File: config.mk
export PLATFORM = sky130hd
export DESIGN_NAME = uart_apb_bridge
export DESIGN_NICKNAME = d
export VERILOG_FILES = /design/src/rtl/uart_apb_bridge.sv
export SDC_FILE = /design/constraint.sdc
export NUM_CORES = 1
export LEC_CHECK = 0
export CORE_MARGIN = 2
export CORE_UTILIZATION = 23
export CTS_BUF_LIST = sky130_fd_sc_hd__clkbuf_4 sky130_fd_sc_hd__clkbuf_8
export DETAILED_ROUTE_END_ITERATION = 12
export GPL_TIMING_DRIVEN = 0
export PLACE_DENSITY_LB_ADDON = 0.05
export SYNTH_ARGS = -nofsm -noshare
export SYNTH_HDL_FRONTEND = slang
export SYNTH_SLANG_ARGS = --single-unit
File: constraint.sdc
create_clock -name clk -period 6.3 [get_ports clk]
set_clock_uncertainty 0.1 [all_clocks]
set_input_delay 0.945 -clock clk [delete_from_list [all_inputs] [get_ports clk]]
set_output_delay 0.945 -clock clk [all_outputs]
set_load 0.01 [all_outputs]
File: src/rtl/uart_apb_bridge.sv
// uart_apb_bridge: byte-stream command frames in, single 32-bit APB transfers out,
// response bytes back on the tx stream. Host debug/bring-up path for APB peripherals.
//
// Ports:
//   clk, rst_n_sync               clock, async active-low reset (pre-synchronised)
//   rx_data/rx_valid/rx_ready     command byte stream in
//   tx_data/tx_valid/tx_ready     response byte stream out
//   apbm_*                        APB initiator port (16-bit addr, 32-bit data)
//   busy                          high whenever a frame is in progress
//
// Frame: cmd (00 rd / 01 wr), addr LE x2, [wdata LE x4].
// Reply: rd -> prdata LE x4 + status, wr -> status. Status 00 ok, 01 slverr, 02 bad cmd.
module uart_apb_bridge #(
  parameter int RX_TIMEOUT = 1000000
) (
  input  logic        clk,
  input  logic        rst_n_sync,
  input  logic [7:0]  rx_data,
  input  logic        rx_valid,
  output logic        rx_ready,
  output logic [7:0]  tx_data,
  output logic        tx_valid,
  input  logic        tx_ready,
  output logic        apbm_psel,
  output logic        apbm_penable,
  output logic        apbm_pwrite,
  output logic [15:0] apbm_paddr,
  output logic [31:0] apbm_pwdata,
  input  logic [31:0] apbm_prdata,
  input  logic        apbm_pready,
  input  logic        apbm_pslverr,
  output logic        busy
);

  localparam int TW = (RX_TIMEOUT > 1) ? $clog2(RX_TIMEOUT + 1) : 1;

  typedef enum logic [2:0] {
    S_CMD,
    S_ADDR,
    S_WDATA,
    S_SETUP,
    S_ACCESS,
    S_RDATA,
    S_STATUS
  } state_t;

  state_t r_state;
  state_t w_next;

  logic          r_live;
  logic [1:0]    r_cnt;
  logic [TW-1:0] r_to;
  logic          r_wr;
  logic [15:0]   r_addr;
  logic [31:0]   r_wdat;
  logic [31:0]   r_rdat;
  logic [7:0]    r_stat;
  logic [15:0]   r_paddr;
  logic [31:0]   r_pwdata;
  logic          r_pwrite;

  logic          w_rx_en;
  logic          w_rx_acc;
  logic          w_tx_acc;
  logic          w_to_hit;
  logic          w_cmd_ok;
  logic [15:0]   w_addr_sh;
  logic [31:0]   w_wdat_sh;

  // rx_ready stays low for the first cycle out of reset (r_live).
  assign w_rx_en  = r_live &&
                    (r_state inside {S_CMD, S_ADDR, S_WDATA});
  assign rx_ready = w_rx_en;
  assign w_rx_acc = rx_valid && w_rx_en;

  assign tx_valid = r_state inside {S_RDATA, S_STATUS};
  assign w_tx_acc = tx_valid && tx_ready;

  assign w_cmd_ok  = (rx_data == 8'h00) || (rx_data == 8'h01);
  assign w_addr_sh = {rx_data, r_addr[15:8]};
  assign w_wdat_sh = {rx_data, r_wdat[31:8]};

  // Idle-gap watchdog for partially received frames; 0 disables it.
  assign w_to_hit = (RX_TIMEOUT != 0) && !w_rx_acc &&
                    (r_to == TW'(RX_TIMEOUT));

  assign apbm_psel    = r_state inside {S_SETUP, S_ACCESS};
  assign apbm_penable = r_state == S_ACCESS;
  assign apbm_pwrite  = r_pwrite;
  assign apbm_paddr   = r_paddr;
  assign apbm_pwdata  = r_pwdata;
  assign busy         = r_state != S_CMD;

  always_ff @(posedge clk or negedge rst_n_sync) begin
    if (!rst_n_sync) begin
      r_state <= S_CMD;
    end else begin
      r_state <= w_next;
    end
  end

  always_comb begin
    w_next  = r_state;
    tx_data = 8'h00;
    unique case (r_state)
      S_CMD: begin
        if (w_rx_acc) begin
          w_next = w_cmd_ok ? S_ADDR : S_STATUS;
        end
      end
      S_ADDR: begin
        if (w_rx_acc && r_cnt == 2'd1) begin
          w_next = r_wr ? S_WDATA : S_SETUP;
        end else if (w_to_hit) begin
          w_next = S_CMD;
        end
      end
      S_WDATA: begin
        if (w_rx_acc && r_cnt == 2'd3) begin
          w_next = S_SETUP;
        end else if (w_to_hit) begin
          w_next = S_CMD;
        end
      end
      S_SETUP: begin
        w_next = S_ACCESS;
      end
      S_ACCESS: begin
        if (apbm_pready) begin
          w_next = r_wr ? S_STATUS : S_RDATA;
        end
      end
      S_RDATA: begin
        tx_data = r_rdat[8*r_cnt +: 8];
        if (w_tx_acc && r_cnt == 2'd3) begin
          w_next = S_STATUS;
        end
      end
      S_STATUS: begin
        tx_data = r_stat;
        if (w_tx_acc) begin
          w_next = S_CMD;
        end
      end
      default: begin
        w_next = S_CMD;
      end
    endcase
  end

  always_ff @(posedge clk or negedge rst_n_sync) begin
    if (!rst_n_sync) begin
      r_live <= 1'b0;
      r_cnt  <= 2'd0;
      r_to   <= '0;
    end else begin
      r_live <= 1'b1;
      if (w_next != r_state) begin
        r_cnt <= 2'd0;
      end else if (w_rx_acc || w_tx_acc) begin
        r_cnt <= r_cnt + 2'd1;
      end
      if ((r_state inside {S_ADDR, S_WDATA}) && !w_rx_acc) begin
        r_to <= r_to + 1'b1;
      end else begin
        r_to <= '0;
      end
    end
  end

  always_ff @(posedge clk or negedge rst_n_sync) begin
    if (!rst_n_sync) begin
      r_wr   <= 1'b0;
      r_addr <= 16'h0000;
      r_wdat <= 32'h0;
      r_rdat <= 32'h0;
      r_stat <= 8'h00;
    end else begin
      if (r_state == S_CMD && w_rx_acc) begin
        r_wr   <= rx_data[0];
        r_stat <= 8'h02;
      end
      if (r_state == S_ADDR && w_rx_acc) begin
        r_addr <= w_addr_sh;
      end
      if (r_state == S_WDATA && w_rx_acc) begin
        r_wdat <= w_wdat_sh;
      end
      if (r_state == S_ACCESS && apbm_pready) begin
        r_rdat <= apbm_prdata;
        r_stat <= {7'b0, apbm_pslverr};
      end
    end
  end

  // APB request fields load on SETUP entry so they hold through ACCESS
  // and keep their last value between transfers.
  always_ff @(posedge clk or negedge rst_n_sync) begin
    if (!rst_n_sync) begin
      r_paddr  <= 16'h0000;
      r_pwdata <= 32'h0;
      r_pwrite <= 1'b0;
    end else begin
      if (r_state == S_ADDR && w_next == S_SETUP) begin
        r_paddr  <= w_addr_sh;
        r_pwrite <= 1'b0;
      end
      if (r_state == S_WDATA && w_next == S_SETUP) begin
        r_paddr  <= r_addr;
        r_pwdata <= w_wdat_sh;
        r_pwrite <= 1'b1;
      end
    end
  end

endmodule
==> reports/metrics.csv, run 1 <==
metric,value,unit
initial antenna violation count,0,
Detailed Route Iter0 Violations,171,
Pint,2.07,mW
GR Overflow Total,0,
Power Density,368,nW/um^2
"area leader, netlist",dfrtp_1,
Yosys top cell area share,57.6,%
largest net degree at the start of global routing,113,
Die Area,29700,sq um
Pleak,3.66,nW
vias per cell,4.19,
Tmin final,3.89,ns
critical path launch point type,flip-flop,
synthesized area,6520,sq um
Post CTS Setup Buffer Count,0,
CP max stage delay,0.65,ns
Placed Area,8100,sq um
crit path kind,reg2out,
antenna cells,0,
power share of the combinational group,30.8,%
ANT nets after route,0,
top_reg_cell synth,dfrtp_1,
die width,172,microns
crit path max-delay cell type,clkbuf_1,
synthesized net count,542,
Final Hold Fails,0,
crit path DAT,2.85,ns
fin area,8460,sq um
HPWL Detailed,11700,microns
Clk pwr share,23.3,%
outcome,"complete, no violations",
Worst Path Required,5.25,ns
CTS sink cnt,150,
sequential group share of total power,46.0,%
chip height,172,microns
via count,4235,
layout cells sized above 1,20.6,%
DR WL/cell,16.8,microns
post-cts sizing count,0,
worst path cell trace,"clkbuf_1, mux4_2, a22oi_1, nor2b_1, clkdlybuf4s50_1",
Total Wirelength,17000,microns
worst min path class,in2async,
Initial Util,23.4,%
Cells after Synth,492,
RSZ-0062 raised after global routing,no,
Ys Warns,0,
Max Cap Viol,0,
Slew Limit Fails,0,
boundary pin count,108,
Post-synth EDFFs,0,
Layout area overhead,29.8,%
number of setup violations in the final report,0,
H-tree depth,4,
clock buffer count from CTS,17,
"FFs w/ async S/R, synth",100,%
Longest Clk Path Bufs,2,
"top cells by area, synth","dfrtp_1 (58%), mux2_2 (13%), mux2_1 (4.7%)",
sw frac,33.7,%
Initial DRT Pass Iterations,5,
DRC viols,0,
wire length of the first global-routing pass,26500,microns
Crit. End Element,output pin,
Tcrit/Tclk final,61.7,%
most frequent cells after synthesis,"dfrtp_1 (150), mux2_2 (77), nor2_1 (29), mux2_1 (27), inv_1 (25)",
Synth Register Bits,150,
synth unique cells,49,
Peak supply drop,0.123,mV
"count leader, synth",dfrtp_1,
Net Switching,1.05,mW
IO buf count,107,
CTS Hold Buffers Added,0,
Core Region,27900,sq um
vias in the first global route,4632,
cell row count,61,
gp weighted congestion,0.731,
Syn Area/Cell,13.2,sq um
Root Buffer,clkbuf_8,
Clock Latency Late Sink,0.45,ns
clock slew at reported path FFs,0.11,ns
fin nets,669,
max frequency,257,MHz
GRT Overall Usage,11.9,%
Slew headroom,43.8,%
CTS tree,yes,
register area share after synthesis,57.6,%
fin util,30.4,%
worst-path maximum fanout,9,
worst-margin pin slew,0.843,ns
## worst max-delay path: cells and delay by family, from the launching register on
family | cells | cell delay (ns)
compound gates | 1 | 0.18
buf+inv | 2 | 1.14
mux | 1 | 0.61
simple gates | 1 | 0.09
flops | 1 | 0.37
## metal layers
metal / GRT usage, % / part of all wire, % / up-vias
met3: 2.56 / 4.2 / 9
li1: - / - / 1990
met2: 19.3 / 47 / 99
met1: 15.9 / 48 / 2137
met5: 0 / 0 / -
met4: 3.76 / 0.86 / 0
## per-stage QoR
stage | setup TNS [ns] | hold slack [ns] | instances | setup slack, ns | power, mW
after detailed placement | 0 | 0.371 | 978 | 2.81 | 2.43
after global routing | 0 | 0.238 | 1010 | 2.17 | 3.33
final | 0 | 0.238 | 1010 | 2.41 | 3.12
after CTS | 0 | 0.223 | 1010 | 2.29 | 3.18
after floorplan | 0 | 0.352 | 492 | 3.63 | 2.01
after global placement | -369.53 | 0.365 | 977 | -2.48 | 2.41
## flip-flops by register name, indices dropped and copies added, names as in the netlist
register     flops
apbm_paddr      16
apbm_pwdata     32
apbm_pwrite      1
r_addr          16
r_cnt            2
r_live           1
r_rdat          32
r_stat           2
r_state          3
r_to            20
r_wdat          24
r_wr             1
## logic make-up after synthesis
group,Yosys count,share of synthesized area (%)
DFF,150,57.6
muxes,130,23.5
and+or+nand+nor,103,8.43
buffers and inverters,47,3.17
AOI/OAI and AO/OA,36,3.69
xor gates and xnor gates,21,2.82
adders and majority gates,4,0.768
other,1,0.0575
## cells in the final DEF, fill, tap and decap left out, types with 4 or more instances in the layout
cell,Yosys,layout
buf_1,4,4
mux4_2,8,8
inv_6,0,6
mux2_1,27,27
nor2b_1,12,12
nor2_1,29,29
nand2_1,17,17
mux2i_1,18,18
dfrtp_1,150,150
and3_1,5,5
clkbuf_8,0,17
buf_2,5,5
xor2_1,17,17
nand3_1,14,14
ha_1,4,4
o22ai_1,17,17
clkbuf_1,11,11
xnor2_1,4,4
mux2_2,77,77
inv_1,25,25
nor3b_1,4,4
clkdlybuf4s50_1,0,106
## area by class of cell
cell class | instances | area [sq um]
fill | 2827 | 19400
inverter | 25 | 93.8
buffer | 22 | 113
timing repair buffer | 108 | 1100
multi-input combinational | 295 | 2560
tap | 378 | 473
sequential | 150 | 3750
clock buffer | 17 | 234
clock inverter | 15 | 135
## worst paths after layout
| check | slack [ns] | start | cells after the start | endpoint |
|---|---|---|---|---|
| max in group asynchronous | 4.95 | rst_n_sync | 2 | apbm_paddr[11]$_DFFE_PN0P_ |
| worst min-delay path | 0.24 | rst_n_sync | 1 | apbm_pwdata[7]$_DFFE_PN0P_ |
| worst min register to register | 0.39 | r_rdat[13]$_DFFE_PN0P_ | 1 | r_rdat[13]$_DFFE_PN0P_ |
| min in group clk | 0.39 | r_rdat[13]$_DFFE_PN0P_ | 1 | r_rdat[13]$_DFFE_PN0P_ |
| worst max register to register | 3.71 | r_cnt[1]$_DFFE_PN0P_ | 11 | apbm_paddr[11]$_DFFE_PN0P_ |
| worst max-delay path | 2.41 | r_cnt[0]$_DFFE_PN0P_ | 5 | tx_data[1] |
## power by group through the flow
| stage | logic, mW | clock network [mW] | registers, mW |
|---|---|---|---|
| 2_1_floorplan | 0.594 | 0 | 1.42 |
| 3_3_place_gp | 0.965 | 0 | 1.45 |
| 3_5_place_dp | 0.976 | 0 | 1.46 |
| 4_1_cts | 0.983 | 0.762 | 1.44 |
| 5_1_grt | 1.06 | 0.799 | 1.48 |
| 6_report | 0.960 | 0.725 | 1.43 |
No activity file was read; power rests on OpenSTA's default activity.
==> run 2: changes to the inputs <==
- clock period: 6.3 -> 3.2 ns (I/O delays scaled with it)
==> run 2 against run 1 <==
Against the previous run:
- die area stayed put
- flip-flop and latch count stayed put
- sequential power is 97% higher
- via count is 0.66% lower
- core utilization is 0.11 points higher
- design area is 0.37% higher
- total power is 97% higher
- cell count is 0.30% higher
- register-to-register slack worse by 3.0 ns
==> reports/metrics.csv, run 2 (synthesized netlist as in run 1, its figures left out) <==
metric,value,unit,change
wire length of the first global-routing pass,26500,microns,+0.16%
IO buf count,107,,unchanged
die width,172,microns,unchanged
fin util,30.5,%,+0.11 points
fin area,8500,sq um,+0.37%
worst min path class,in2async,,
Crit. End Element,output pin,,
critical path launch point type,flip-flop,,
max layer used,met4,,
crit path DAT,2.46,ns,-0.39 ns
Worst Path Required,2.62,ns,-2.63 ns
Max Cap Viol,0,,unchanged
CTS tree,yes,,
Pleak,3.68,nW,+0.63%
DRC viols,0,,unchanged
max frequency,329,MHz,
Peak supply drop,0.243,mV,+97%
Design Power,6.14,mW,+97%
area of the multi-input gates,2560,sq um,unchanged
CTS sink cnt,150,,unchanged
Longest Clk Path Bufs,2,,unchanged
largest net degree at the start of global routing,113,,unchanged
worst-case reg-to-reg path depth,8,,-3
sw frac,33.6,%,-0.14 points
boundary pin count,108,,unchanged
sequential group share of total power,45.9,%,about the same
final std cells w/o fill,1013,,+0.30%
gp weighted congestion,0.731,,unchanged
Tmin final,3.04,ns,
HPWL Detailed,11700,microns,unchanged
Total Wirelength,16900,microns,-0.19%
dpl cells,978,,unchanged
Power Density,723,nW/um^2,+96%
crit path kind,reg2out,,
Clk pwr share,23.2,%,about the same
antenna cells,0,,unchanged
Net Switching,2.06,mW,+96%
reg-to-reg endpoint,apbm_paddr[8]$_DFFE_PN0P_,,
Detailed Route Iter0 Violations,163,,-4.7%
outcome,"complete, no violations",,
Clock Latency Late Sink,0.45,ns,about the same
Root Buffer,clkbuf_8,,
via count,4207,,-0.66%
WL met2,8050,microns,+1.2%
CP max stage delay,0.61,ns,-0.04 ns
Initial DRT Pass Iterations,4,,-1
worst-margin pin slew,0.666,ns,-0.177 ns
number of setup violations in the final report,0,,unchanged
Placed Area,8100,sq um,unchanged
Slew headroom,55.6,%,+12 points
H-tree depth,4,,unchanged
"most used cell, CP",nor2b_1,,
crit path max-delay cell type,clkdlybuf4s50_1,,
Die Area,29700,sq um,unchanged
ANT nets after route,0,,unchanged
Pint,4.08,mW,+97%
"setup slack, reg-to-reg",0.69,ns,-3.02 ns
CP Buf/Inv Count,2,,unchanged
Layout area overhead,30.3,%,
dpl ws,0.176,ns,-2.63 ns
"commonest non-fill, non-tap cell in the layout",dfrtp_1,,
power share of the combinational group,30.9,%,about the same
Slew Limit Fails,0,,unchanged
fin nets,672,,+0.45%
Initial Util,23.4,%,unchanged
WL met3,654,microns,-7.2%
clock buffer count from CTS,17,,unchanged
Final Hold Fails,0,,unchanged
layout cells sized above 1,21.3,%,+0.69 points
vias per cell,4.15,,-0.96%
GR Overflow Total,0,,unchanged
final setup margin,0.164,ns,-2.25 ns
most frequent cells in the layout,"dfrtp_1 (150), clkdlybuf4s50_1 (106), mux2_2 (77), nor2_1 (29), mux2_1 (27)",,
DR WL/cell,16.7,microns,-0.49%
initial antenna violation count,0,,unchanged
cell row count,61,,unchanged
Tcrit/Tclk final,94.9,%,
worst-path maximum fanout,10,,+1
clock slew at reported path FFs,0.11,ns,about the same
Storage cell area,3750,sq um,unchanged
chip height,172,microns,unchanged
"CP delay by family, top",buffers and inverters,,
DRT met1 WL,8090,microns,-0.68%
Core Region,27900,sq um,unchanged
GRT Overall Usage,11.9,%,about the same
RSZ-0062 raised after global routing,no,,
number of fill cells,2827,,unchanged
vias in the first global route,4653,,+0.45%
Reg2Reg Launch Point,r_state[2]$_DFF_PN0_,,
worst path cell trace,"buf_2, nor2b_1, nor2_1, nor2b_1, clkdlybuf4s50_1",,
## run 2: per-stage QoR
step | setup TNS [ns] | hold WS (ns)
finish | 0 | 0.376
global route | 0 | 0.391
CTS | 0 | 0.360
detailed placement | 0 | 0.285
global placement | -764.78 | 0.365
floorplan | 0 | 0.0844
## run 2: final cells by class
| type | instances | share of cell area (%) |
|---|---|---|
| plain buffers | 22 | 1.40 |
| clock buffers | 17 | 2.75 |
| clock inverters | 15 | 1.59 |
| inverters | 25 | 1.10 |
| multi-input cells | 295 | 30.1 |
| flip-flops and latches | 150 | 44.2 |
| well taps | 378 | 5.57 |
| repair buffers | 111 | 13.3 |
## run 2: per-layer routing
layer | vias up | track usage (%)
met4 | 0 | 3.76
met2 | 87 | 19.3
li1 | 1994 | -
met5 | - | 0
met1 | 2119 | 15.9
met3 | 7 | 2.56
## run 2: how the worst max path moves through the flow
stage | start | endpoint | slack [ns] | cells after the start
final | r_state[0]$_DFF_PN0_ | tx_valid | 0.16 | 5
after global routing | r_state[0]$_DFF_PN0_ | tx_valid | 0.003 | 5
after CTS | r_cnt[0]$_DFFE_PN0P_ | tx_data[1] | 0.01 | 5
after detailed placement | r_cnt[0]$_DFFE_PN0P_ | tx_data[1] | 0.18 | 5
after global placement | rst_n_sync | r_rdat[22]$_DFFE_PN0P_ | -5.12 | 1
after floorplan | r_cnt[0]$_DFFE_PN0P_ | tx_data[0] | 0.99 | 4
## run 2: what timing repair did
item                                   4_1_cts  5_1_grt
pin swaps                                    1        0
cloned                                       0        0
endpoints found under the hold margin       38        0
resized for setup                            1        6
hold buffers                                 1        0
buffers inserted                             2        0
setup endpoints to repair                    8        3
## run 2: power by group through the flow
stage / registers [mW] / logic [mW] / clock network, mW
floorplan: 2.79 / 1.17 / 0
global placement: 2.85 / 1.90 / 0
detailed placement: 2.87 / 1.92 / 0
CTS: 2.83 / 1.95 / 1.50
global route: 2.91 / 2.10 / 1.57
finish: 2.82 / 1.90 / 1.42
==> run 3: changes to the inputs <==
- DONT_BUFFER_PORTS: unset -> 1
==> run 3 against run 2 <==
Against the previous run:
- the flow now finishes with violations (negative hold slack)
- core utilization is 3.9 points lower
- largest power group unchanged
- global-route usage is 0.38 points lower
- highest routed layer is now met5
- register-to-register slack worse by 0.06 ns
- cell count is 11% lower
- critical endpoint is now tx_data[1]
- critical path depth is 1 lower
- setup slack better by 0.10 ns
- worst hold slack worse by 0.76 ns
- via count is 9.1% lower
- largest cell class unchanged
==> reports/metrics.csv, run 3 (synthesized netlist as in run 1, its figures left out) <==
metric,value,unit,change
GRT Overall Usage,11.5,%,-0.38 points
Power Density,793,nW/um^2,+9.7%
fin area,7420,sq um,-13%
chip height,172,microns,unchanged
worst path cell trace,"clkdlybuf4s15_1, mux4_2, a22oi_1, nor2b_1",,
RSZ-0062 raised after global routing,no,,
Final Hold Fails,150,,+150
ANT nets after route,0,,unchanged
"CP delay by family, top",buffers and inverters,,
number of setup violations in the final report,0,,unchanged
final std cells w/o fill,903,,-11%
vias in the first global route,4124,,-11%
boundary pin count,108,,unchanged
H-tree depth,4,,unchanged
Tmin final,2.93,ns,-0.103 ns
worst min path class,in2async,,
Design Power,5.88,mW,-4.2%
Placed Area,6990,sq um,-14%
crit path max-delay cell type,clkdlybuf4s15_1,,
layout cells sized above 1,24.4,%,+3.2 points
max frequency,341,MHz,+3.5%
die width,172,microns,unchanged
Total Wirelength,16400,microns,-3.2%
Die Area,29700,sq um,unchanged
worst-path maximum fanout,9,,-1
Slew Limit Fails,0,,unchanged
Slew headroom,53.7,%,-1.8 points
gp weighted congestion,0.746,,+2.0%
most frequent cells in the layout,"dfrtp_1 (150), mux2_2 (77), nor2_1 (29), mux2_1 (27), inv_1 (25)",,
Layout area overhead,13.8,%,
Tcrit/Tclk final,91.7,%,-3.2 points
largest net degree at the start of global routing,151,,+34%
Detailed Route Iter0 Violations,133,,-18%
Clock Latency Late Sink,0.44,ns,about the same
HPWL Detailed,11200,microns,-4.3%
DRC viols,0,,unchanged
worst hold slack,-0.381,ns,-0.757 ns
cell row count,61,,unchanged
Peak supply drop,0.300,mV,+23%
Core Region,27900,sq um,unchanged
Crit. End Element,output pin,,
vias per cell,4.24,,+2.0%
CP max stage delay,0.65,ns,+0.04 ns
crit path DAT,2.35,ns,-0.11 ns
dpl cells,870,,-11%
Pleak,3.26,nW,-11%
initial antenna violation count,2,,+2
Initial Util,23.4,%,unchanged
Worst Path Required,2.62,ns,about the same
via count,3825,,-9.1%
crit path kind,reg2out,,
clock slew at reported path FFs,0.10,ns,about the same
Max Cap Viol,0,,unchanged
GR Overflow Total,0,,unchanged
critical path launch point type,flip-flop,,
outcome,finished with violations,,
IO buf count,0,,-100%
"commonest non-fill, non-tap cell in the layout",dfrtp_1,,
CTS sink cnt,150,,unchanged
setup_tns,0,ns,unchanged
CP Buf/Inv Count,1,,-1
DR WL/cell,18.1,microns,+8.6%
worst-margin pin slew,0.694,ns,+0.0276 ns
CTS tree,yes,,
wire length of the first global-routing pass,25300,microns,-4.5%
Longest Clk Path Bufs,2,,unchanged
fin nets,561,,-17%
clock buffer count from CTS,17,,unchanged
Post CTS Setup Buffer Count,0,,-2
failing checks,negative hold slack,,
Root Buffer,clkbuf_8,,
Initial DRT Pass Iterations,4,,unchanged
-- run 3: cell types whose count changed in the layout (fill, tap and decap cells not counted), sizes merged --
cell | previous run | this run
clkdlybuf4s50 | 106 | 0
buf | 15 | 11
bufinv | 0 | 2
clkinv | 6 | 4
clkbuf | 28 | 27
clkdlybuf4s15 | 0 | 1
clkinvlp | 0 | 1
diode | 0 | 1
dlygate4sd3 | 1 | 0
inv | 34 | 33
-- run 3: worst register-to-register path, stage by stage (launching register included) --
cell      delay (ns)
dfrtp_1         0.35
clkbuf_1        0.50
inv_1           0.14
ha_1            0.24
inv_1           0.09
nor2_1          0.05
a32oi_1         0.25
nand3_2         0.12
a21boi_2        0.17
buf_6           0.16
buf_12          0.16
mux2i_1         0.11
-- run 3: final cells by class --
class | instances | area (sq um)
antenna | 1 | 2.50
buffer | 22 | 119
clock buffer | 17 | 234
clock inverter | 15 | 184
fill | 2902 | 20400
inverter | 25 | 93.8
multi-input combinational | 295 | 2560
sequential | 150 | 3750
tap | 378 | 473
-- run 3: final timing paths --
| check | from | end | slack, ns | cells after the start |
|---|---|---|---|---|
| setup / recovery | r_cnt[0]$_DFFE_PN0P_ | tx_data[1] | 0.27 | 4 |
| hold / removal | rst_n_sync | apbm_pwdata[7]$_DFFE_PN0P_ | -0.38 | 0 |
| setup reg to reg | r_cnt[1]$_DFFE_PN0P_ | apbm_paddr[11]$_DFFE_PN0P_ | 0.63 | 11 |
| hold reg to reg | r_rdat[9]$_DFFE_PN0P_ | r_rdat[9]$_DFFE_PN0P_ | 0.39 | 1 |
| max in group asynchronous | rst_n_sync | r_state[2]$_DFF_PN0_ | 3.12 | 0 |
| min in group clk | apbm_prdata[30] | r_rdat[30]$_DFFE_PN0P_ | 0.06 | 1 |
-- run 3: metal layers --
| layer | up-vias | global-route usage [%] | wire length (microns) |
|---|---|---|---|
| li1 | 1774 | - | - |
| met1 | 1939 | 14.6 | 7300 |
| met2 | 92 | 17.9 | 7560 |
| met3 | 18 | 4.72 | 1220 |
| met4 | 2 | 3.73 | 283 |
| met5 | - | 0 | 13 |
-- run 3: repair_timing --
action	4_1_cts	5_1_grt
hold endpoints to repair	150	150
endpoints found under the setup margin	0	2
resized for setup	0	2
-- run 3: metrics by stage --
step	utilization, %	setup WS [ns]
floorplan	-	0.994
global placement	25.1	0.609
detailed placement	25.1	0.557
CTS	26.6	0.150
global route	26.6	0.0246
finish	26.6	0.267
-- run 3: report_power, final --
part / switching [mW] / internal (mW)
Combinational: 0.681 / 0.742
Sequential: 0.432 / 2.46
Clock: 0.838 / 0.730
==> patch: new RTL, config.mk and constraints of run 3 <==
The parameter `RX_TIMEOUT` goes from 1000000 to 500000.
--- a/src/rtl/uart_apb_bridge.sv
+++ b/src/rtl/uart_apb_bridge.sv
@@ -11,7 +11,7 @@
 // Frame: cmd (00 rd / 01 wr), addr LE x2, [wdata LE x4].
 // Reply: rd -> prdata LE x4 + status, wr -> status. Status 00 ok, 01 slverr, 02 bad cmd.
 module uart_apb_bridge #(
-  parameter int RX_TIMEOUT = 1000000
+  parameter int RX_TIMEOUT = 500000
 ) (
   input  logic        clk,
   input  logic        rst_n_sync,
Check against the original RTL: no difference found for any inputs over 10 cycles, from zero or initial values and one cycle with rst_n_sync low; that may be too few to reach the edited logic, so the function may still have changed.
==> patch against run 3 <==
The run still ends with negative hold slack left. Wire length rose by 5.0%. Largest power group unchanged. Sequential cell count fell by 1. Area after synthesis rose by 2.0%. Cell area rose by 1.8%. Setup slack improved by 79 ps. Worst hold slack got worse by 6.4 ps. Critical path type is now register to register. Highest routed layer unchanged. Total power fell by 0.43%.
==> patch: results (changes against run 3) <==
end of the critical path=apbm_paddr[3]; dpl ws=269 ps (-288 ps); failing checks=negative hold slack; met2 routed WL=7820 um (+3.4%); CP startpoint=r_cnt[1]; GR Layer Usage met2=18.1% (+0.20 points); fraction of layout cells with a size suffix above 1=25.8% (+1.3 points); post-synth net total=547 (+0.92%); Static Leakage=3.37 nW (+3.2%); initial antenna violation count=3 (+1); pin count of the biggest net entering global routing=150 (-0.66%); Placed Area=7130 sq um (+2.0%); relative slew slack=49.9% (-3.9 points); number of global-route vias before repair=4196 (+1.7%); Seq/Total Area, Yosys=56.1% (-1.5 points); DR vias/cell=4.23 (about the same); Final nets=566 (+0.89%); met3 usage=5.21% (+0.49 points); switch share=32.3% (-0.83 points); compound-cell area share of the yosys netlist=5.68% (+2.0 points); Peak VDD IR=0.236 mV (-21%); Routed met3 length=1300 um (+6.4%); I/O Buffers=0 (unchanged); Post-CTS Setup Inserts=0 (unchanged); WHS=-387 ps (-6.35 ps); period utilization=89.2% (-2.5 points); XOR/XNOR share of the synthesized area=2.24% (-0.58 points); Finished Layout Cells=914 (+1.2%); R2R cell count=7 (-4); WL per Instance=18.8 um (+3.7%); placed cells=881 (+1.3%); GP Congestion=0.725 (-2.8%); status=finished, violations left; DR iter-0 viols=139 (+4.5%); top cells by count, synth=dfrtp_1 (149), mux2_2 (43), mux2_1 (42); Hold Vio Cnt, Final=149 (-0.67%); metal1 wirelength=7900 um (+8.2%); post-synthesis mux area share=21.6% (-1.9 points); CP Data Arrival Time=3070 ps (+720 ps); first-pass GRT wire length=26800 um (+5.9%); Core Util, Final=26.4% (-0.25 points); Yosys cell types=57 (+16%); Max Used Layer=met5; Fill cells=2971 (+2.4%); Synth Area in Adders=0.752% (-0.015 points); met1 global-route usage=15.3% (+0.72 points); r2r setup slk=350 ps (-280 ps); top cells by area, synth=dfrtp_1 (56%), mux2_2 (7.3%), mux2_1 (7.1%), mux2_4 (4.5%), mux4_2 (2.7%); Tot GR Track Use=11.8% (+0.29 points); post-DP HPWL=11600 um (+4.0%); cell count after synthesis=497 (+1.0%)
## patch: power by group through the flow
stage	clock [mW]	combinational, mW	sequential, mW
after floorplan	0	1.20	2.72
after global placement	0	1.46	2.85
after detailed placement	0	1.48	2.87
after CTS	1.69	1.49	2.83
after global routing	1.77	1.61	2.90
final	1.60	1.44	2.82
## patch: critical path, cell delays in order (launching register included)
cell	delay, ps
dfrtp_1	360
clkbuf_1	580
inv_1	100
ha_1	240
nor4bb_1	150
o21ai_1	510
clkbuf_1	490
o21ai_0	170
## patch: cell type report
type / instances / share of cell area (%)
clock inverters: 14 / 2.40
plain buffers: 28 / 2.65
clock buffers: 17 / 3.10
well taps: 384 / 6.36
inverters: 10 / 0.497
multi-input cells: 310 / 35.6
flip-flops and latches: 149 / 49.4
diodes: 2 / 0.0663
